## config.mk

```make
export PLATFORM = sky130hd
export DESIGN_NAME = fir_out_capture
export DESIGN_NICKNAME = d
export VERILOG_FILES = /design/src/rtl/fir_cap_pkg.sv /design/src/rtl/fir_out_capture_sync_fifo.sv /design/src/rtl/fir_out_capture.sv
export SDC_FILE = /design/constraint.sdc
export NUM_CORES = 1
export LEC_CHECK = 0
export ABC_AREA = 1
export BUFFER_PORTS_ARGS = -buffer_cell sky130_fd_sc_hd__buf_2
export CAP_MARGIN = 20
export CORE_AREA = 2 2 247 249
export CTS_CLUSTER_DIAMETER = 80
export DETAILED_ROUTE_END_ITERATION = 10
export DIE_AREA = 0 0 249 251
export PLACE_DENSITY = 0.56
export SLEW_MARGIN = 20
export SYNTH_ARGS = -nofsm -noshare
export SYNTH_HDL_FRONTEND = slang
export SYNTH_SLANG_ARGS = --single-unit
```

## constraint.sdc

```tcl
create_clock -name clk -period 4.35 [get_ports clk]
set_input_delay 0.435 -clock clk [delete_from_list [all_inputs] [get_ports clk]]
set_output_delay 0.435 -clock clk [all_outputs]
set_load 0.02 [all_outputs]
```

## src/rtl/fir_cap_pkg.sv

```systemverilog
// Shared types and helpers for the FIR output capture stage.
package fir_cap_pkg;

   localparam int DW_DEF = 16;
   localparam int OW_DEF = 32;
   localparam int IW_DEF = 16;

   typedef enum logic [1:0] {
      IDLE = 2'd0,
      FILL = 2'd1,
      RUN  = 2'd2,
      DONE = 2'd3
   } cap_state_e;

   function automatic logic [OW_DEF-1:0] sign_ext(input logic [DW_DEF-1:0] x);
      return {{(OW_DEF-DW_DEF){x[DW_DEF-1]}}, x};
   endfunction

endpackage

```

## src/rtl/fir_out_capture_sync_fifo.sv

```systemverilog
// Synchronous show-ahead FIFO; a push into a full FIFO is accepted only when a pop frees the slot on the same edge.
module sync_fifo #(
   parameter int W     = 48,
   parameter int DEPTH = 16
) (
   input  logic                       clk,
   input  logic                       rst,
   input  logic                       push,
   input  logic                       pop,
   input  logic [W-1:0]               wdata,
   output logic [W-1:0]               rdata,
   output logic                       full,
   output logic                       empty,
   output logic [$clog2(DEPTH):0]     level
);
   localparam int AW = $clog2(DEPTH);

   logic [W-1:0]  mem [DEPTH];
   logic [AW-1:0] wr_ptr;
   logic [AW-1:0] rd_ptr;
   logic [AW:0]   count;
   logic          do_push;
   logic          do_pop;

   assign empty   = (count == '0);
   assign full    = (count == (AW+1)'(DEPTH));
   assign do_pop  = pop & ~empty;
   assign do_push = push & (~full | do_pop);

   always_ff @(posedge clk or negedge rst) begin
      if (!rst) begin
         wr_ptr <= '0;
         rd_ptr <= '0;
         count  <= '0;
      end else begin
         if (do_push) wr_ptr <= wr_ptr + 1'b1;
         if (do_pop)  rd_ptr <= rd_ptr + 1'b1;
         count <= count + (AW+1)'(do_push) - (AW+1)'(do_pop);
      end
   end

   // Storage carries no reset; the consumer masks the head while empty.
   always_ff @(posedge clk) begin
      if (do_push) mem[wr_ptr] <= wdata;
   end

   assign rdata = mem[rd_ptr];
   assign level = count;

endmodule

```

## src/rtl/fir_out_capture.sv

```systemverilog
// Capture stage: drops filter fill samples, decimates, tags and buffers kept samples for the logger.
//   state | meaning
//   IDLE  | waiting for en; FIFO contents retained
//   FILL  | discarding SKIP valid samples of filter transient
//   RUN   | candidates decimated, kept samples pushed
//   DONE  | NCAP samples kept; inputs ignored until en drops
module fir_out_capture
   import fir_cap_pkg::*;
#(
   parameter int DW    = DW_DEF,
   parameter int OW    = OW_DEF,
   parameter int IW    = IW_DEF,
   parameter int DEPTH = 16,
   parameter int SKIP  = 8,
   parameter int NCAP  = 4096
) (
   input  logic                   clk,
   input  logic                   rst,
   input  logic                   en,
   input  logic [3:0]             decim,
   input  logic [DW-1:0]          yin,
   input  logic                   yin_valid,
   output logic [OW-1:0]          m_data,
   output logic [IW-1:0]          m_index,
   output logic                   m_valid,
   input  logic                   m_ready,
   output logic [$clog2(DEPTH):0] level,
   output logic                   overflow,
   output logic                   done
);
   localparam int SW = (SKIP > 1) ? $clog2(SKIP) : 1;
   localparam int CW = (NCAP > 1) ? $clog2(NCAP) : 1;

   cap_state_e    state, state_nxt;
   logic [SW-1:0] skip_cnt;
   logic [IW-1:0] idx_cnt;
   logic [3:0]    dec_cnt;
   logic [3:0]    dec_max;
   logic [CW-1:0] cap_cnt;

   logic start, enter_run, skip_inc, cand, last, keep, push;
   logic fifo_full, fifo_empty, pop;
   logic [OW+IW-1:0] fifo_rdata;

   assign keep = (dec_cnt == 4'd0);
   assign push = cand & keep;

   always_ff @(posedge clk or negedge rst) begin
      if (!rst) state <= IDLE;
      else      state <= state_nxt;
   end

   always_comb begin
      state_nxt = state;
      start     = 1'b0;
      enter_run = 1'b0;
      skip_inc  = 1'b0;
      cand      = 1'b0;
      last      = 1'b0;
      case (state)
         IDLE: begin
            if (en) begin
               start = 1'b1;
               if (SKIP == 0) begin
                  state_nxt = RUN;
                  enter_run = 1'b1;
               end else begin
                  state_nxt = FILL;
               end
            end
         end
         FILL: begin
            if (yin_valid) begin
               if (skip_cnt == SW'(SKIP-1)) begin
                  state_nxt = RUN;
                  enter_run = 1'b1;
               end else begin
                  skip_inc = 1'b1;
               end
            end
            if (!en) state_nxt = IDLE;
         end
         RUN: begin
            if (yin_valid) begin
               cand = 1'b1;
               if (keep && (NCAP != 0) && (cap_cnt == CW'(NCAP-1))) begin
                  last      = 1'b1;
                  state_nxt = DONE;
               end
            end
            if (!en) state_nxt = IDLE;
         end
         DONE: begin
            if (!en) state_nxt = IDLE;
         end
         default: state_nxt = IDLE;
      endcase
   end

   // A dropped kept sample still counts toward NCAP so run length is fixed in input time.
   always_ff @(posedge clk or negedge rst) begin
      if (!rst) begin
         skip_cnt <= '0;
         idx_cnt  <= '0;
         dec_cnt  <= '0;
         dec_max  <= '0;
         cap_cnt  <= '0;
         overflow <= 1'b0;
         done     <= 1'b0;
      end else begin
         if (start) begin
            skip_cnt <= '0;
            idx_cnt  <= '0;
            dec_cnt  <= '0;
            cap_cnt  <= '0;
            overflow <= 1'b0;
            done     <= 1'b0;
         end
         if (skip_inc)  skip_cnt <= skip_cnt + 1'b1;
         if (enter_run) dec_max  <= (decim > 4'd1) ? (decim - 4'd1) : 4'd0;
         if (cand) begin
            idx_cnt <= idx_cnt + 1'b1;
            dec_cnt <= (dec_cnt == dec_max) ? 4'd0 : (dec_cnt + 4'd1);
         end
         if (push) begin
            cap_cnt <= cap_cnt + 1'b1;
            if (fifo_full && !pop) overflow <= 1'b1;
         end
         if (last) done <= 1'b1;
      end
   end

   assign pop = m_valid & m_ready;

   sync_fifo #(.W(OW+IW), .DEPTH(DEPTH)) u_fifo (
      .clk   (clk),
      .rst   (rst),
      .push  (push),
      .pop   (pop),
      .wdata ({sign_ext(yin), idx_cnt}),
      .rdata (fifo_rdata),
      .full  (fifo_full),
      .empty (fifo_empty),
      .level (level)
   );

   assign m_valid = ~fifo_empty;
   assign m_data  = m_valid ? fifo_rdata[OW+IW-1:IW] : '0;
   assign m_index = m_valid ? fifo_rdata[IW-1:0]     : '0;

endmodule

```

==> flow_summary_export.csv <==
group,metric,value,unit
final_layout,multiInputGateArea,6100,µm²
status,status,"finished, final reports clean",
cts,htree_levels,2,
final_layout,final_util,0.447,
final_layout,final_net_count,2123,
synthesis,synthTopCellsByArea,"edfxtp_1 65%, nand2_1 9.3%, nand3_1 8.7%",
pwr,ir_drop,424,µV
floorplanning,fp.dieW,249,µm
cts,clock-sinks,568,
final_layout,fillers,5407,
place,hpwl,34.9,mm
floorplanning,die_height,251,µm
drt,vias_per_cell,5.29,
cts,clock-root-buffer,"clkbuf_16",
timing,tightest_slew,1.01,ns
place,portBuffers,80,
critical_path,cp_max_fo,47,
floorplanning,core_area,59800,µm²
critical_path,end_kind,"output pin",
synthesis,ys_warn_count,0,
pwr,intPower,0.0106,W
floorplanning,start_util,0.396,
grt,grt_max_degree,131,
worst_hold_path,hp-class,"in -> reg",
place,place_congestion,0.780,
timing,relSlewSlack,0.330,
cts,clkTransAtPathRegs,0.06,ns
synthesis,synth_top_area_frac,0.649,
pwr,seq_power_share,0.365,
critical_path,critical_path_required,3.91,ns
cts,clock_path_buffers,3,
drt,drc,0,
grt,grt_pass1_vias,14500,
timing,slew_viol_final,0,
synthesis,syn-cell-area,23700,µm²
pwr,swShare,0.391,
pwr,clkPwrFrac,0.272,
timing,finalClockSkew,0.0290,ns
drt,antenna_left,0,
pwr,p_leak,9.85,nW
synthesis,seq_area_frac_synth,0.708,
cts,post_cts_resized,0,
drt,vias,15400,
final_layout,area_delta_synth_final,12.8,%
timing,post-route-min-period,3.63,ns
grt,grt_pass1_wl,91.6,mm
synthesis,syn_inst,2029,
final_layout,seqCellArea,16800,µm²
cts,postCtsHoldBufs,1,
timing,fmax,275,MHz
synthesis,ys_seq_elements,568,
timing,grt_setup_unrepaired,"false",
drt,dr.pass1.iters,7,
pwr,power.density,652,nW/µm²
floorplanning,die-area,62500,µm²
cts,cts_buffers,58,
grt,grt_usage,0.193,
drt,drtIter0Drc,1534,
cts,cts_setup_buffers,0,
place,dp_slack,1.18,ns
timing,setup_viol,0,
synthesis,syn_nets,2074,
cts,clk_latency,0.64,ns
floorplanning,num_rows,90,
drt,wirelength,60.9,mm
pwr,combPwrFrac,0.363,
critical_path,critical_path_class,"reg -> out",
cts,cts_tree,"done",
drt,wl_per_cell,20.9,µm
synthesis,yosysTopAreaCell,"edfxtp_1",
timing,fin_ws,0.719,ns
timing,fin_setup_tns,0,ns
run,cap_violations,0,
synthesis,synth_area_per_cell,11.7,µm²
pwr,p_switching,0.00681,W
critical_path,critPathArrivalTime,3.20,ns
timing,finalHoldViolCount,0,
floorplanning,ios,81,
critical_path,cp-start-kind,"register",
final_layout,layout-drive-gt1-share,0.112,
synthesis,ys_types,41,
timing,fin_crit_sh,0.835,
grt,antenna_found_initial,2,
grt,gr-total-overflow,0,
through the flow:
stage                     std cells  hold WS (ns)  power [W]  instance area, µm²
after CTS                      2908       0.00946     0.0175               26700
after detailed placement       2799         0.308     0.0128               24900
final                          2909        0.0460     0.0174               26700
after floorplan                2029         0.139     0.0108               23700
after global placement         2799         0.298     0.0127               24900
after global routing           2908        0.0314     0.0183               26700
routing by layer:
metal	wire, µm	up-vias	GRT usage
met3	4680	78	0.0388
li1	-	7205	-
met2	27600	495	0.297
met5	0	-	0
met4	1100	0	0.0481
met1	27500	7614	0.281
power by group through the flow:
stage | Combinational [W] | Sequential (W) | Clock, W
2_1_floorplan | 0.00444 | 0.00637 | 0
6_report | 0.00633 | 0.00636 | 0.00474
3_3_place_gp | 0.00628 | 0.00647 | 0
3_5_place_dp | 0.00633 | 0.00647 | 0
5_1_grt | 0.00690 | 0.00639 | 0.00504
4_1_cts | 0.00635 | 0.00636 | 0.00483
layout by cell type (no fill, tap or decap), types with 32 or more instances in the layout:
cell       netlist  final
a21oi_1         80     80
o21a_1          32     32
buf_2           62     80
inv_1           69     66
dfrtp_1         56     52
clkbuf_16        0     58
nand2_1        587    586
edfxtp_1       512    512
nand3_1        410    410
cell type report:
cell class / instances / share of cell area
diodes: 1 / 0.0000937
flip-flops and latches: 568 / 0.628
inverters: 73 / 0.0105
repair buffers: 118 / 0.0290
multi-input cells: 1259 / 0.228
clock buffers: 72 / 0.0563
clock inverters: 36 / 0.0107
well taps: 782 / 0.0366
sequential cells by signal (all words and copies together) (netlist names):
name and flops:
cap_cnt 12, skip_cnt 3, u_fifo.wr_ptr 4, state 2, u_fifo.level 5, overflow 1
u_fifo.rd_ptr 4, u_fifo.mem 512, dec_max 4, idx_cnt 16, done 1, dec_cnt 4
cell families after synthesis:
kind of cell    after synthesis  share of synthesized area
compound gates              159                     0.0388
xor+xnor                     19                    0.00734
fa+ha+maj                    20                     0.0109
buf+inv                     202                     0.0391
flops                       568                      0.708
mux                           1                   0.000423
simple gates               1060                      0.195
critical path, cell delays in order, from the launching register on:
cell and delay [ns]:
dfrtp_4 0.68, inv_6 0.38, buf_12 0.29, nand2_1 0.08
nand3_1 0.07, nand3_1 0.08, a21oi_1 0.28, o21a_1 0.42
buf_2 0.24
worst paths after layout:
check	start	end	slack [ns]	cells past startpoint
min in group asynchronous	rst	dec_max[0]$_DFFE_PN0P_	0.21	2
setup reg to reg	dec_cnt[0]$_DFFE_PN0P_	u_fifo.mem[11][26]$_DFFE_PP_	1.17	9
hold / removal	decim[0]	dec_max[0]$_DFFE_PN0P_	0.05	2
setup / recovery	u_fifo.rd_ptr[0]$_DFFE_PN0P_	m_data[20]	0.72	8
hold reg to reg	cap_cnt[7]$_DFFE_PN0P_	cap_cnt[7]$_DFFE_PN0P_	0.50	1
max in group asynchronous	rst	u_fifo.rd_ptr[0]$_DFFE_PN0P_	3.21	3
cells in the mapped netlist:
cell / number
clkbuf_1: 30
a21oi_4: 1
edfxtp_1: 512
nor3_2: 3
nand3_1: 410
o211ai_1: 1
o21ai_0: 30
a31oi_1: 1
ha_1: 19
a32o_1: 1
nor3_1: 1
nor4_1: 1
buf_6: 2
nor2_1: 38
a22o_1: 2
xor2_2: 1
or2_1: 1
buf_4: 20
xor2_1: 11
xnor2_1: 7
nor3_4: 2
nand3_4: 1
mux2i_1: 1
buf_2: 62
nand2_1: 587
o21ai_1: 1
inv_2: 4
buf_1: 15
nand2_4: 4
o22ai_1: 7
nand2_2: 3
nor2_2: 2
dfrtp_1: 56
o31ai_1: 2
inv_1: 69
fa_1: 1
nor2_4: 2
a21oi_1: 80
nand4_1: 5
a22oi_1: 1
o21a_1: 32
Note: power is estimated with default switching activity, not from simulation.
